**src/rtl/disp_seq_scan_if.sv**
```systemverilog
// Display pin bundle between the sequence checker side and the digit scanner.
interface disp_seq_scan_if;
  logic [31:0] DISP_SEQ;
  logic [7:0]  DISP_OFF;
  logic [7:0]  AN_N;
  logic [6:0]  SEG_N;
  logic        FRAME;

  modport master (output DISP_SEQ, DISP_OFF, input AN_N, SEG_N, FRAME);
  modport slave  (input DISP_SEQ, DISP_OFF, output AN_N, SEG_N, FRAME);
endinterface

```
**src/rtl/disp_seq_scan.sv**
```systemverilog
// 8-digit common-anode 7-segment scanner: hex decode, per-digit blanking,
// anti-ghost dead time and a once-per-frame input snapshot.
module disp_seq_scan #(
  parameter int DIV  = 1000,
  parameter int DEAD = 16
) (
  input logic            CLK,
  input logic            RST,
  disp_seq_scan_if.slave bus
);
  localparam int CW = $clog2(DIV);
  localparam logic [CW-1:0] LAST = CW'(DIV - 1);

  logic [CW-1:0] dcnt;
  logic [2:0]    idx;
  logic          init;
  logic [31:0]   seq_l;
  logic [7:0]    off_l;
  logic [7:0]    an_n;
  logic [6:0]    seg_n;
  logic          frame;

  logic       tick, snap, in_dead, lit;
  logic [3:0] nib;

  function automatic logic [6:0] hex7(input logic [3:0] v);
    case (v)
      4'h0: hex7 = 7'h3F;  4'h1: hex7 = 7'h06;
      4'h2: hex7 = 7'h5B;  4'h3: hex7 = 7'h4F;
      4'h4: hex7 = 7'h66;  4'h5: hex7 = 7'h6D;
      4'h6: hex7 = 7'h7D;  4'h7: hex7 = 7'h07;
      4'h8: hex7 = 7'h7F;  4'h9: hex7 = 7'h6F;
      4'hA: hex7 = 7'h77;  4'hB: hex7 = 7'h7C;
      4'hC: hex7 = 7'h39;  4'hD: hex7 = 7'h5E;
      4'hE: hex7 = 7'h79;  default: hex7 = 7'h71;
    endcase
  endfunction

  // A zero dead time must not produce a constant unsigned compare.
  generate
    if (DEAD == 0) begin : g_no_dead
      assign in_dead = 1'b0;
    end else begin : g_dead
      localparam logic [CW-1:0] DEAD_C = CW'(DEAD);
      assign in_dead = (dcnt < DEAD_C);
    end
  endgenerate

  assign tick = (dcnt == LAST);
  // Capture only at the frame boundary so a frame never mixes two words.
  assign snap = init | (tick & (idx == 3'd7));
  assign nib  = seq_l[{idx, 2'b00} +: 4];
  assign lit  = !in_dead && !off_l[idx];

  always_ff @(posedge CLK) begin
    if (RST) begin
      dcnt  <= '0;
      idx   <= 3'd0;
      init  <= 1'b1;
      seq_l <= 32'h0;
      off_l <= 8'hFF;
      an_n  <= 8'hFF;
      seg_n <= 7'h7F;
      frame <= 1'b0;
    end else begin
      dcnt <= tick ? '0 : dcnt + 1'b1;
      if (tick) idx <= idx + 3'd1;
      if (snap) begin
        seq_l <= bus.DISP_SEQ;
        off_l <= bus.DISP_OFF;
        init  <= 1'b0;
      end
      frame <= snap;
      an_n  <= lit ? ~(8'b1 << idx) : 8'hFF;
      seg_n <= lit ? ~hex7(nib) : 7'h7F;
    end
  end

  assign bus.AN_N  = an_n;
  assign bus.SEG_N = seg_n;
  assign bus.FRAME = frame;
endmodule

```
**src/flat_wrapper.sv**
```systemverilog
// flat-port wrapper written by rule: the top's interface ports become plain ports
module disp_seq_scan_flat 
#(
  parameter int DIV  = 1000,
  parameter int DEAD = 16
)
  (CLK, RST, bus_DISP_SEQ, bus_DISP_OFF, bus_AN_N, bus_SEG_N, bus_FRAME);
  disp_seq_scan_if bus_i ();
  input logic CLK;
  input logic RST;
  input wire logic [$bits(bus_i.DISP_SEQ)-1:0] bus_DISP_SEQ;
  input wire logic [$bits(bus_i.DISP_OFF)-1:0] bus_DISP_OFF;
  output wire logic [$bits(bus_i.AN_N)-1:0] bus_AN_N;
  output wire logic [$bits(bus_i.SEG_N)-1:0] bus_SEG_N;
  output wire logic [$bits(bus_i.FRAME)-1:0] bus_FRAME;
  assign bus_i.DISP_SEQ = bus_DISP_SEQ;
  assign bus_i.DISP_OFF = bus_DISP_OFF;
  assign bus_AN_N = bus_i.AN_N;
  assign bus_SEG_N = bus_i.SEG_N;
  assign bus_FRAME = bus_i.FRAME;
  disp_seq_scan #(.DIV(DIV), .DEAD(DEAD)) u_core (.CLK(CLK), .RST(RST), .bus(bus_i));
endmodule
```
**config.mk**
```make
export PLATFORM = sky130hd
export DESIGN_NAME = disp_seq_scan_flat
export DESIGN_NICKNAME = d
export VERILOG_FILES = /design/src/rtl/disp_seq_scan_if.sv /design/src/rtl/disp_seq_scan.sv /design/src/flat_wrapper.sv
export SDC_FILE = /design/constraint.sdc
export NUM_CORES = 1
export LEC_CHECK = 0
export BUFFER_PORTS_ARGS = -buffer_cell sky130_fd_sc_hd__buf_2
export CAP_MARGIN = 20
export CORE_MARGIN = 2
export CORE_UTILIZATION = 45
export DETAILED_ROUTE_END_ITERATION = 10
export PLACE_DENSITY = 0.67
export SETUP_SLACK_MARGIN = 0.15
export SYNTH_ARGS = -nofsm -noshare
export SYNTH_HDL_FRONTEND = slang
export SYNTH_SLANG_ARGS = --single-unit
```
**constraint.sdc**
```tcl
create_clock -name CLK -period 2.4 [get_ports CLK]
set_clock_uncertainty 0.15 [all_clocks]
set_input_delay 0.12 -clock CLK [delete_from_list [all_inputs] [get_ports CLK]]
set_output_delay 0.12 -clock CLK [all_outputs]
set_load 0.02 [all_outputs]
```
==> results of run 1 <==
==> stage by stage <==
step | power (mW) | instances
6_report | 2.64 | 525
5_1_grt | 2.74 | 525
4_1_cts | 2.64 | 520
3_5_place_dp | 1.46 | 461
3_3_place_gp | 1.45 | 461
2_1_floorplan | 1.38 | 334
==> logic make-up after synthesis <==
group	synth area share, %
buffers and inverters	4.67
xor gates and xnor gates	2.58
AOI/OAI and AO/OA	10.5
adders and majority gates	5.33
muxes	10.4
DFF	45.9
and+or+nand+nor	20.6
==> worst register-to-register path: cells and delay by family (launching register included) <==
family	cells	cell delay (ns)
adders and majority gates	1	0.18
DFF	1	0.38
AOI/OAI and AO/OA	2	0.25
buffers and inverters	3	0.29
muxes	2	0.78
and+or+nand+nor	1	0.04
==> flip-flops by register name, indices dropped and copies added (netlist names) <==
name,cells
u_core.bus.SEG_N,7
u_core.init,1
u_core.idx,3
u_core.dcnt,10
u_core.off_l,8
u_core.bus.AN_N,8
u_core.bus.FRAME,1
u_core.seq_l,32
==> placed cells by master, fill, tap and decap left out, types with 7 or more instances in the layout <==
cell,Yosys,final
sky130_fd_sc_hd__ha_1,13,10
sky130_fd_sc_hd__nor2_1,19,19
sky130_fd_sc_hd__mux4_2,8,8
sky130_fd_sc_hd__buf_2,6,57
sky130_fd_sc_hd__dlygate4sd3_1,0,40
sky130_fd_sc_hd__inv_1,9,7
sky130_fd_sc_hd__dfxtp_1,70,68
sky130_fd_sc_hd__buf_4,0,14
sky130_fd_sc_hd__a21oi_1,34,33
sky130_fd_sc_hd__clkbuf_8,0,9
sky130_fd_sc_hd__nand3b_1,8,8
sky130_fd_sc_hd__nand2_1,91,91
sky130_fd_sc_hd__nand3_1,8,8
==> worst max path at each step <==
stage	to	slack (ns)	depth (start not counted)
6_report	u_core.bus.SEG_N[3]	0.21	9
5_1_grt	u_core.bus.SEG_N[3]	0.11	8
4_1_cts	u_core.bus.SEG_N[3]	0.16	7
3_5_place_dp	u_core.bus.SEG_N[4]	0.003	7
3_3_place_gp	u_core.bus.SEG_N[3]	0.09	7
2_1_floorplan	u_core.bus.SEG_N[3]	0.16	8
==> cell usage after synthesis, types with 2 or more instances <==
library cell,instances
sky130_fd_sc_hd__o221ai_2,2
sky130_fd_sc_hd__nand3b_1,8
sky130_fd_sc_hd__xor2_1,4
sky130_fd_sc_hd__nor2_1,19
sky130_fd_sc_hd__dfxtp_1,70
sky130_fd_sc_hd__xnor2_1,5
sky130_fd_sc_hd__mux4_2,8
sky130_fd_sc_hd__nand3_1,8
sky130_fd_sc_hd__nand2b_1,2
sky130_fd_sc_hd__ha_1,13
sky130_fd_sc_hd__mux2i_1,8
sky130_fd_sc_hd__a211oi_1,2
sky130_fd_sc_hd__buf_6,3
sky130_fd_sc_hd__o211ai_1,2
sky130_fd_sc_hd__clkbuf_1,11
sky130_fd_sc_hd__inv_1,9
sky130_fd_sc_hd__a21oi_1,34
sky130_fd_sc_hd__nor3_1,6
sky130_fd_sc_hd__nand2_1,91
sky130_fd_sc_hd__mux2_2,3
sky130_fd_sc_hd__or2_2,2
sky130_fd_sc_hd__buf_2,6
sky130_fd_sc_hd__o221ai_1,2
==> power groups by stage <==
stage,Sequential (mW),Clock [mW],Combinational [mW]
finish,1.23,1.14,0.267
global route,1.24,1.21,0.296
CTS,1.23,1.16,0.254
detailed placement,1.26,0,0.199
global placement,1.26,0,0.194
floorplan,1.25,0,0.134
==> layer usage <==
layer | up-vias | routed length, µm | GRT usage, %
met5 | - | 0 | 0
met4 | 0 | 116 | 7.67
met3 | 14 | 323 | 5.05
met2 | 57 | 3290 | 31.7
met1 | 1209 | 3330 | 27.2
li1 | 1339 | - | -
==> cell type report <==
cell class	instances	area, µm²
Clock inverter	6	109
Fill cell	572	2470
Clock buffer	10	128
Timing Repair Buffer	115	853
Sequential cell	70	1410
Tap cell	80	100
Inverter	10	41.3
Multi-Input combinational cell	234	1580
==> what timing repair did <==
action	in CTS	in global routing
buffers inserted	3	5
hold endpoints to repair	40	0
resized for setup	4	8
endpoints found under the setup margin	10	8
hold buffers	40	0
pin swaps	0	0
==> implementation parameters, run 1 <==
Parameter                              Value

Setup path
  Cells along the critical path    buf_6 -> mux4_2 -> mux2i_4 -> inv_2 -> ha_4 -> inv_1 -> nor3_1 -> a211oi_1 -> o21ai_0
  CP required    2.49 ns
  Highest cell delay on the worst timing path    0.53 ns
  Maximum fanout along the worst path    6
  First element of the critical path    u_core.idx[0]
  Standard cell with the maximum stage delay on the critical path    sky130_fd_sc_hd__mux4_2
  Classification of the worst setup path    reg -> reg
  Element type at the critical path start    flip-flop
  Delay-heaviest family, CP    multiplexers
  Number of buffer and inverter stages on the critical path    3
  Crit path capture type    flip-flop
  Worst reg-to-reg path cell count    9
  RR Startpoint    u_core.idx[0]
  Setup slack on the worst flop-to-flop path    0.21 ns
  End of the worst register-to-register path    u_core.bus.SEG_N[3]
  Data arrival at the endpoint of the critical path    2.28 ns

Hold path
  Endpoint of the worst hold path    u_core.init
  Type of the most critical hold path    in -> reg
  Number of cells traversed by the worst hold path    1
  Hold Startpoint    RST

Place
  Placed inst area    3470 µm²
  Total half-perimeter wirelength after legalization and detailed placement    4520 µm
  Total of buffers placed on input and output ports    57
  Final weighted congestion in routability-driven placement    0.855
  Post-Place Setup Slack    0.00261 ns

Routing
  Routed Wire Length    7060 µm
  Drt pass-1 iters    4
  Routed length per instance    13.4 µm
  Via count of the routed design    2619
  1st-iter DRT viols    84
  Drc violations    0
  Detail Route Antenna Nets    0
  Average via count per standard cell    4.99

Run
  Reported max-cap violation count    0

GRT
  Global-route wire length before repair    11900 µm
  Total global routing track utilization    20.3%
  Number of global-route vias before repair    2476
  Initial antenna violation count    0
  Pin count of the biggest net entering global routing    50
  Total global routing overflow    0

Yosys
  Area leader, netlist    sky130_fd_sc_hd__dfxtp_1
  Cell Area, Synth    3050 µm²
  Fraction of registers with async set or reset after synthesis    0%
  Synthesized net count    389
  Main synth FF type    sky130_fd_sc_hd__dfxtp_1
  Most area-consuming cells after synthesis    sky130_fd_sc_hd__dfxtp_1 46%, sky130_fd_sc_hd__nand2_1 11%, sky130_fd_sc_hd__mux4_2 5.9%, sky130_fd_sc_hd__a21oi_1 5.6%, sky130_fd_sc_hd__ha_1 5.3%
  Sequential fraction of the synthesis area    45.9%
  Count of yosys warnings during synthesis    0
  Distinct cells, synth    39
  Number of enable-type register cells in the synthesized netlist    0
  Mean area per synthesized cell    9.14 µm²
  Top-area cell type share of the netlist area    45.9%
  Cells after Synth    334
  Flip-flop and latch count after synthesis    70

Pwr
  Largest vdd supply drop    402 µV
  Pleak    1.70 nW
  Internal Dissipation    2.04 mW
  Clock share of power    43.3%
  Net Sw Power    0.605 mW
  Gate power share    10.1%
  Cell Pwr Density    627 nW/µm²
  Switching share of total power    22.9%
  Sequential fraction of design power    46.6%

Floorplan
  Initial core utilization    45.7%
  Number of standard-cell rows in the floorplan    30
  I/O pin total    58
  Die Width    86.4 µm
  Die Outline Area    7460 µm²
  Core ar.    6680 µm²
  Height of the die    86.4 µm

CTS
  Count of clock tree sinks    70
  Skew-Pair Late Insertion Delay    0.36 ns
  Clock H-tree levels    3
  Clock-pin transition on the worst setup and hold timing paths    0.07 ns
  Max clock buf depth    2
  Clock tree from TritonCTS    built
  Clk root buf    sky130_fd_sc_hd__clkbuf_8
  Number of buffers added by the clock tree synthesis step    9

Finish
  Util after Layout    63.1%
  Layout overhead on the synthesized area    37.9%
  Layout cell share with drive strength beyond 1    27.6%
  N_diodes    0
  Post-route cell area    4210 µm²
  Number of nets in the finished design    495

STA
  Clock period minus worst slack    2.19 ns
  Max-slew headroom at the worst pin    42.9%
  Final number of hold-violating endpoints    0
  Least-Margin Pin Slew    0.857 ns
  Setup violation total in the final timing report    0
  Max Transition Viols Final    0
  Setup slack of the critical path after layout    0.214 ns
  Final-layout worst hold slack    0.185 ns
  F_max    457 MHz
  Final-layout setup total negative slack    0 ns
  Period Utilization, post-route    91.1%
  Setup repair after global routing missed its margin    true

Run status
  Run status    finished, final reports clean
No activity file was read; power rests on OpenSTA's default activity.
==> run 2: changes to the inputs <==
--- a/config.mk
+++ b/config.mk
@@ -10,7 +10,7 @@
 export CORE_MARGIN = 2
 export CORE_UTILIZATION = 45
 export DETAILED_ROUTE_END_ITERATION = 10
-export PLACE_DENSITY = 0.67
+export PLACE_DENSITY_LB_ADDON = 0.15
 export SETUP_SLACK_MARGIN = 0.15
 export SYNTH_ARGS = -nofsm -noshare
 export SYNTH_HDL_FRONTEND = slang
==> run 2 against run 1 <==
- total power down 4.4%
- flip-flop and latch count unchanged
- global-route usage down 0.95 points
- critical endpoint unchanged
- critical path type unchanged
- sequential share of layout area up 0.25 points
- via count up 0.11%
- core utilization down 0.47 points
- highest routed layer unchanged
- first-iteration DRC count up 27%
==> implementation parameters, run 2 (synthesis results as in run 1) <==
Parameter                              Value

GRT
  Global-route wire length before repair    11300 µm (was 11900 µm)
  Total global routing track utilization    19.4% (was 20.3%)
  Initial antenna violation count    0 (unchanged)
  Number of global-route vias before repair    2449 (was 2476)
  Total global routing overflow    0 (unchanged)
  Pin count of the biggest net entering global routing    50 (unchanged)

CTS
  Clock tree from TritonCTS    built (unchanged)
  Clock H-tree levels    3 (unchanged)
  Number of buffers added by the clock tree synthesis step    9 (unchanged)
  Clock-pin transition on the worst setup and hold timing paths    0.07 ns (about the same)
  Clk root buf    sky130_fd_sc_hd__clkbuf_8 (unchanged)
  Max clock buf depth    2 (unchanged)
  Skew-Pair Late Insertion Delay    0.35 ns (was 0.36 ns)
  Count of clock tree sinks    70 (unchanged)

Setup path
  Maximum fanout along the worst path    6 (unchanged)
  Data arrival at the endpoint of the critical path    2.24 ns (was 2.28 ns)
  End of the worst register-to-register path    u_core.bus.SEG_N[3] (unchanged)
  First element of the critical path    u_core.idx[0] (unchanged)
  Classification of the worst setup path    reg -> reg (unchanged)
  Worst reg-to-reg path cell count    9 (unchanged)
  Element type at the critical path start    flip-flop (unchanged)
  Crit path capture type    flip-flop (unchanged)
  CP required    2.47 ns (was 2.49 ns)
  RR Startpoint    u_core.idx[0] (unchanged)
  Setup slack on the worst flop-to-flop path    0.22 ns (was 0.21 ns)
  Critical path destination    u_core.bus.SEG_N[3] (unchanged)

Hold path
  Type of the most critical hold path    in -> reg (unchanged)

Place
  Final weighted congestion in routability-driven placement    0.840 (was 0.855)
  Post-Place Setup Slack    0.0379 ns (was 0.00261 ns)
  Total of buffers placed on input and output ports    57 (unchanged)
  Total half-perimeter wirelength after legalization and detailed placement    4310 µm (was 4520 µm)

STA
  Max Transition Viols Final    0 (unchanged)
  Setup slack of the critical path after layout    0.224 ns (was 0.214 ns)
  Final number of hold-violating endpoints    0 (unchanged)
  Setup violation total in the final timing report    0 (unchanged)
  F_max    460 MHz (was 457 MHz)
  Period Utilization, post-route    90.7% (was 91.1%)
  Final-layout setup total negative slack    0 ns (unchanged)
  Max-slew headroom at the worst pin    42.0% (was 42.9%)
  Clock period minus worst slack    2.18 ns (was 2.19 ns)
  Least-Margin Pin Slew    0.870 ns (was 0.857 ns)
  Setup repair after global routing missed its margin    true (unchanged)

Routing
  Length of routed met3 wiring    252 µm (was 323 µm)
  Via count of the routed design    2622 (was 2619)
  M1 wire length    3200 µm (was 3330 µm)
  Average via count per standard cell    5.01 (was 4.99)
  Detail Route Antenna Nets    0 (unchanged)
  Drt pass-1 iters    4 (unchanged)
  Uppermost layer routed    met4 (unchanged)
  Met2 wirelength from detailed routing    3200 µm (was 3290 µm)
  Drc violations    0 (unchanged)
  1st-iter DRT viols    107 (was 84)
  Routed length per instance    13.0 µm (was 13.4 µm)
  Routed Wire Length    6810 µm (was 7060 µm)

Floorplan
  Die Width    86.4 µm (unchanged)
  Die Outline Area    7460 µm² (unchanged)
  Core ar.    6680 µm² (unchanged)
  Initial core utilization    45.7% (unchanged)
  I/O pin total    58 (unchanged)
  Number of standard-cell rows in the floorplan    30 (unchanged)
  Height of the die    86.4 µm (unchanged)

Finish
  Most frequent standard cell in the layout excluding fill and tap cells    sky130_fd_sc_hd__nand2_1 (unchanged)
  Top Registers    u_core.seq_l: 32 flops, u_core.dcnt: 10 flops (unchanged)
  Number of nets in the finished design    493 (was 495)
  Layout overhead on the synthesized area    36.9% (was 37.9%)
  Commonest cells after routing, fill and taps aside    91 x sky130_fd_sc_hd__nand2_1, 68 x sky130_fd_sc_hd__dfxtp_1, 57 x sky130_fd_sc_hd__buf_2, 40 x sky130_fd_sc_hd__dlygate4sd3_1, 33 x sky130_fd_sc_hd__a21oi_1 (unchanged)
  Register with the highest flop count    u_core.seq_l (unchanged)
  Layout cell share with drive strength beyond 1    27.5% (was 27.6%)
  Number of flip-flops in the largest register    32 (unchanged)
  N_diodes    0 (unchanged)

Pwr
  Pleak    1.69 nW (was 1.70 nW)
  Cell Pwr Density    604 nW/µm² (was 627 nW/µm²)
  Largest vdd supply drop    363 µV (was 402 µV)

Run status
  Run status    finished, final reports clean (unchanged)

Run
  Reported max-cap violation count    0 (unchanged)
==> run 2: worst min-delay path by stage <==
stage,start,to,slack [ns],cells after the start
2_1_floorplan,RST,u_core.init,0.06,1
3_3_place_gp,bus_DISP_OFF[6],u_core.off_l[6],0.18,3
3_5_place_dp,bus_DISP_OFF[6],u_core.off_l[6],0.19,3
4_1_cts,RST,u_core.init,0.18,1
5_1_grt,RST,u_core.init,0.22,1
6_report,RST,u_core.init,0.20,1
==> run 2: timing repair <==
item                       4_1_cts  5_1_grt
gates resized for setup          2       12
hold buffers                    40        0
buffers inserted                 2        4
pin swaps                        1        4
hold endpoints to repair        40        0
setup endpoints to repair        9        7
==> run 2: report_power, final <==
group | internal (mW) | leakage, nW | switching [mW]
Sequential | 1.20 | 0.576 | 0.0241
Clock | 0.583 | 0.106 | 0.452
Combinational | 0.139 | 1.01 | 0.123
==> run 2: routing by layer <==
| layer | GRT usage, % | up-vias |
|---|---|---|
| li1 | - | 1334 |
| met1 | 24.5 | 1216 |
| met2 | 31.5 | 59 |
| met3 | 4.48 | 13 |
| met4 | 8.66 | 0 |
| met5 | 0 | - |
==> run 2: worst max-delay path, stage by stage (launching register included) <==
cell and delay, ns:
sky130_fd_sc_hd__dfxtp_4 0.37, sky130_fd_sc_hd__buf_8 0.13, sky130_fd_sc_hd__mux4_2 0.52, sky130_fd_sc_hd__mux2i_4 0.21, sky130_fd_sc_hd__inv_2 0.11, sky130_fd_sc_hd__ha_4 0.19
sky130_fd_sc_hd__inv_2 0.05, sky130_fd_sc_hd__nor3_2 0.04, sky130_fd_sc_hd__a211oi_2 0.20, sky130_fd_sc_hd__o21ai_1 0.08
==> run 2: cell type report <==
| type | instances | area, µm² |
|---|---|---|
| Timing Repair Buffer | 113 | 851 |
| Multi-Input combinational cell | 234 | 1570 |
| Fill cell | 579 | 2500 |
| Sequential cell | 70 | 1410 |
| Clock buffer | 10 | 128 |
| Tap cell | 80 | 100 |
| Inverter | 10 | 41.3 |
| Clock inverter | 6 | 86.3 |
==> run 2: per-stage QoR <==
step	area [µm²]	hold slack [ns]	utilization, %	std cells	total power [mW]
after floorplan	3090	0.0604	-	334	1.38
after global placement	3480	0.184	52.1	461	1.45
after detailed placement	3480	0.188	52.1	461	1.46
after CTS	4110	0.179	61.6	519	2.54
after global routing	4180	0.217	62.6	523	2.62
final	4180	0.196	62.6	523	2.53
==> run 3: changes to the inputs <==
--- a/config.mk
+++ b/config.mk
@@ -8,7 +8,7 @@
 export BUFFER_PORTS_ARGS = -buffer_cell sky130_fd_sc_hd__buf_2
 export CAP_MARGIN = 20
 export CORE_MARGIN = 2
-export CORE_UTILIZATION = 45
+export CORE_UTILIZATION = 49
 export DETAILED_ROUTE_END_ITERATION = 10
 export PLACE_DENSITY_LB_ADDON = 0.15
 export SETUP_SLACK_MARGIN = 0.15
==> run 3 against run 2 <==
- clock-buffer cell count is the same
- die area shrank 7.8%
- cell count shrank 1.3%
- non-clock buffer count shrank 2
- clock power is essentially flat
- core utilization grew 7.2 points
- global-route usage grew 0.091 points
- via count shrank 2.4%
- wire length shrank 2.7%
- combinational power is essentially flat
- sequential power is essentially flat
- flip-flop and latch count is the same
==> implementation parameters, run 3 (synthesis results as in run 1) <==
Parameter                              Value

Routing
  1st-iter DRT viols    62 (was 107)
  Drc violations    0 (unchanged)
  Routed length per instance    12.8 µm (was 13.0 µm)
  Detail Route Antenna Nets    0 (unchanged)
  Via count of the routed design    2558 (was 2622)
  Average via count per standard cell    4.96 (was 5.01)
  Routed Wire Length    6620 µm (was 6810 µm)
  Drt pass-1 iters    4 (unchanged)

STA
  Period Utilization, post-route    91.2% (was 90.7%)
  Setup violation total in the final timing report    0 (unchanged)
  Final-layout setup total negative slack    0 ns (unchanged)
  Final number of hold-violating endpoints    0 (unchanged)
  Setup repair after global routing missed its margin    true (unchanged)
  Least-Margin Pin Slew    0.856 ns (was 0.870 ns)
  Max-slew headroom at the worst pin    43.0% (was 42.0%)
  Max Transition Viols Final    0 (unchanged)
  F_max    457 MHz (was 460 MHz)
  Clock period minus worst slack    2.19 ns (was 2.18 ns)

GRT
  Met1 layer usage reported by global route    24.8% (was 24.5%)
  Global-route wire length before repair    10900 µm (was 11300 µm)
  Total global routing track utilization    19.4% (about the same)
  Most used routing layer in global routing    met2 (unchanged)
  Number of global-route vias before repair    2356 (was 2449)
  Pin count of the biggest net entering global routing    50 (unchanged)
  Initial antenna violation count    0 (unchanged)
  Total global routing overflow    0 (unchanged)
  Global routing met3 resource utilization    5.96% (was 4.48%)
  Met2 track utilization from global routing    30.8% (was 31.5%)

Finish
  N_diodes    0 (unchanged)
  Number of flip-flops in the largest register    32 (unchanged)
  Layout cell share with drive strength beyond 1    27.2% (was 27.5%)
  Number of nets in the finished design    491 (was 493)
  Most frequent standard cell in the layout excluding fill and tap cells    sky130_fd_sc_hd__nand2_1 (unchanged)
  Register with the highest flop count    u_core.seq_l (unchanged)
  Top Registers    u_core.seq_l: 32 flops, u_core.dcnt: 10 flops (unchanged)
  Commonest cells after routing, fill and taps aside    91 x sky130_fd_sc_hd__nand2_1, 68 x sky130_fd_sc_hd__dfxtp_1, 57 x sky130_fd_sc_hd__buf_2, 40 x sky130_fd_sc_hd__dlygate4sd3_1, 33 x sky130_fd_sc_hd__a21oi_1 (unchanged)
  Post-route cell area    4160 µm² (was 4180 µm²)
  Layout overhead on the synthesized area    36.1% (was 36.9%)

CTS
  Clock H-tree levels    3 (unchanged)
  Number of buffers added by the clock tree synthesis step    9 (unchanged)
  Count of clock tree sinks    70 (unchanged)
  Clk root buf    sky130_fd_sc_hd__clkbuf_8 (unchanged)
  Clock tree from TritonCTS    built (unchanged)
  Max clock buf depth    2 (unchanged)
  Skew-Pair Late Insertion Delay    0.34 ns (was 0.35 ns)
  Clock-pin transition on the worst setup and hold timing paths    0.08 ns (was 0.07 ns)

Run
  Reported max-cap violation count    0 (unchanged)

Floorplan
  Initial core utilization    51.3% (was 45.7%)
  Height of the die    83.0 µm (was 86.4 µm)
  Die Width    83.0 µm (was 86.4 µm)
  I/O pin total    58 (unchanged)
  Core ar.    5960 µm² (was 6680 µm²)
  Die Outline Area    6880 µm² (was 7460 µm²)
  Number of standard-cell rows in the floorplan    28 (was 30)

Pwr
  Cell Pwr Density    608 nW/µm² (was 604 nW/µm²)
  Largest vdd supply drop    410 µV (was 363 µV)
  Pleak    1.68 nW (was 1.69 nW)

Setup path
  Crit path capture type    flip-flop (unchanged)
  Classification of the worst setup path    reg -> reg (unchanged)
  CP required    2.48 ns (was 2.47 ns)
  Maximum fanout along the worst path    8 (was 6)
  Setup slack on the worst flop-to-flop path    0.21 ns (was 0.22 ns)
  Data arrival at the endpoint of the critical path    2.27 ns (was 2.24 ns)
  Element type at the critical path start    flip-flop (unchanged)

Place
  Total half-perimeter wirelength after legalization and detailed placement    4190 µm (was 4310 µm)
  Total of buffers placed on input and output ports    57 (unchanged)
  Placed inst area    3460 µm² (was 3480 µm²)
  Final weighted congestion in routability-driven placement    0.836 (was 0.840)

Hold path
  Type of the most critical hold path    in -> reg (unchanged)

Run status
  Run status    finished, final reports clean (unchanged)
-- run 3: cell types whose count changed in the layout (fill, tap and decap cells not counted) --
| cell | previous run | this run |
|---|---|---|
| sky130_fd_sc_hd__a211oi_1 | 0 | 1 |
| sky130_fd_sc_hd__nor3_1 | 5 | 4 |
| sky130_fd_sc_hd__buf_8 | 1 | 0 |
| sky130_fd_sc_hd__nor3_2 | 1 | 2 |
| sky130_fd_sc_hd__clkinv_4 | 1 | 0 |
| sky130_fd_sc_hd__a211oi_2 | 2 | 1 |
| sky130_fd_sc_hd__buf_4 | 12 | 11 |
| sky130_fd_sc_hd__clkinv_1 | 0 | 1 |
| sky130_fd_sc_hd__clkbuf_1 | 1 | 0 |
| sky130_fd_sc_hd__clkbuf_8 | 9 | 10 |
-- run 3: area by class of cell --
type	instances	area [µm²]
clock buffer	10	138
clock inverter	6	85.1
fill	470	1800
inverter	10	37.5
multi-input combinational	234	1570
sequential	70	1410
tap	75	93.8
timing repair buffer	111	828
-- run 3: worst paths after layout --
kind                                            end  cells after the start      startpoint
worst max-delay path            u_core.bus.SEG_N[3]                      9   u_core.idx[0]
worst min-delay path                    u_core.init                      1             RST
worst max register to register  u_core.bus.SEG_N[3]                      9   u_core.idx[0]
worst min register to register       u_core.dcnt[0]                      1  u_core.dcnt[0]
-- run 3: per-layer routing --
layer	part of all wire (%)	up-vias
li1	-	1327
met1	47	1154
met4	2.1	0
met2	46	63
met3	4.4	14
met5	0	-
-- run 3: per-stage QoR --
step / util (%) / instances / setup slack [ns] / power, mW / hold slack (ns)
finish: 69.8 / 516 / 0.212 / 2.53 / 0.186
global route: 69.8 / 516 / 0.116 / 2.64 / 0.215
CTS: 68.9 / 512 / 0.152 / 2.55 / 0.176
detailed placement: 58.0 / 454 / 0.0532 / 1.46 / 0.186
global placement: 58.0 / 454 / 0.158 / 1.45 / 0.178
floorplan: - / 334 / 0.164 / 1.38 / 0.0604
-- run 3: worst max-delay path, stage by stage (launching register included) --
cell	delay [ns]
sky130_fd_sc_hd__dfxtp_2	0.35
sky130_fd_sc_hd__buf_12	0.13
sky130_fd_sc_hd__mux4_2	0.53
sky130_fd_sc_hd__mux2i_4	0.22
sky130_fd_sc_hd__inv_2	0.10
sky130_fd_sc_hd__ha_4	0.18
sky130_fd_sc_hd__inv_2	0.05
sky130_fd_sc_hd__nor3_2	0.04
sky130_fd_sc_hd__a211oi_1	0.22
sky130_fd_sc_hd__o21ai_1	0.09
-- run 3: report_power, final --
| part | internal, mW | switching [mW] |
|---|---|---|
| Clock | 0.609 | 0.428 |
| Sequential | 1.21 | 0.0258 |
| Combinational | 0.140 | 0.122 |
-- run 3: repair_timing --
action,CTS,global route
hold buffers,40,0
pin swaps,0,4
hold endpoints to repair,40,0
setup endpoints to repair,7,7
setup buffers,2,4
gates resized for setup,3,8
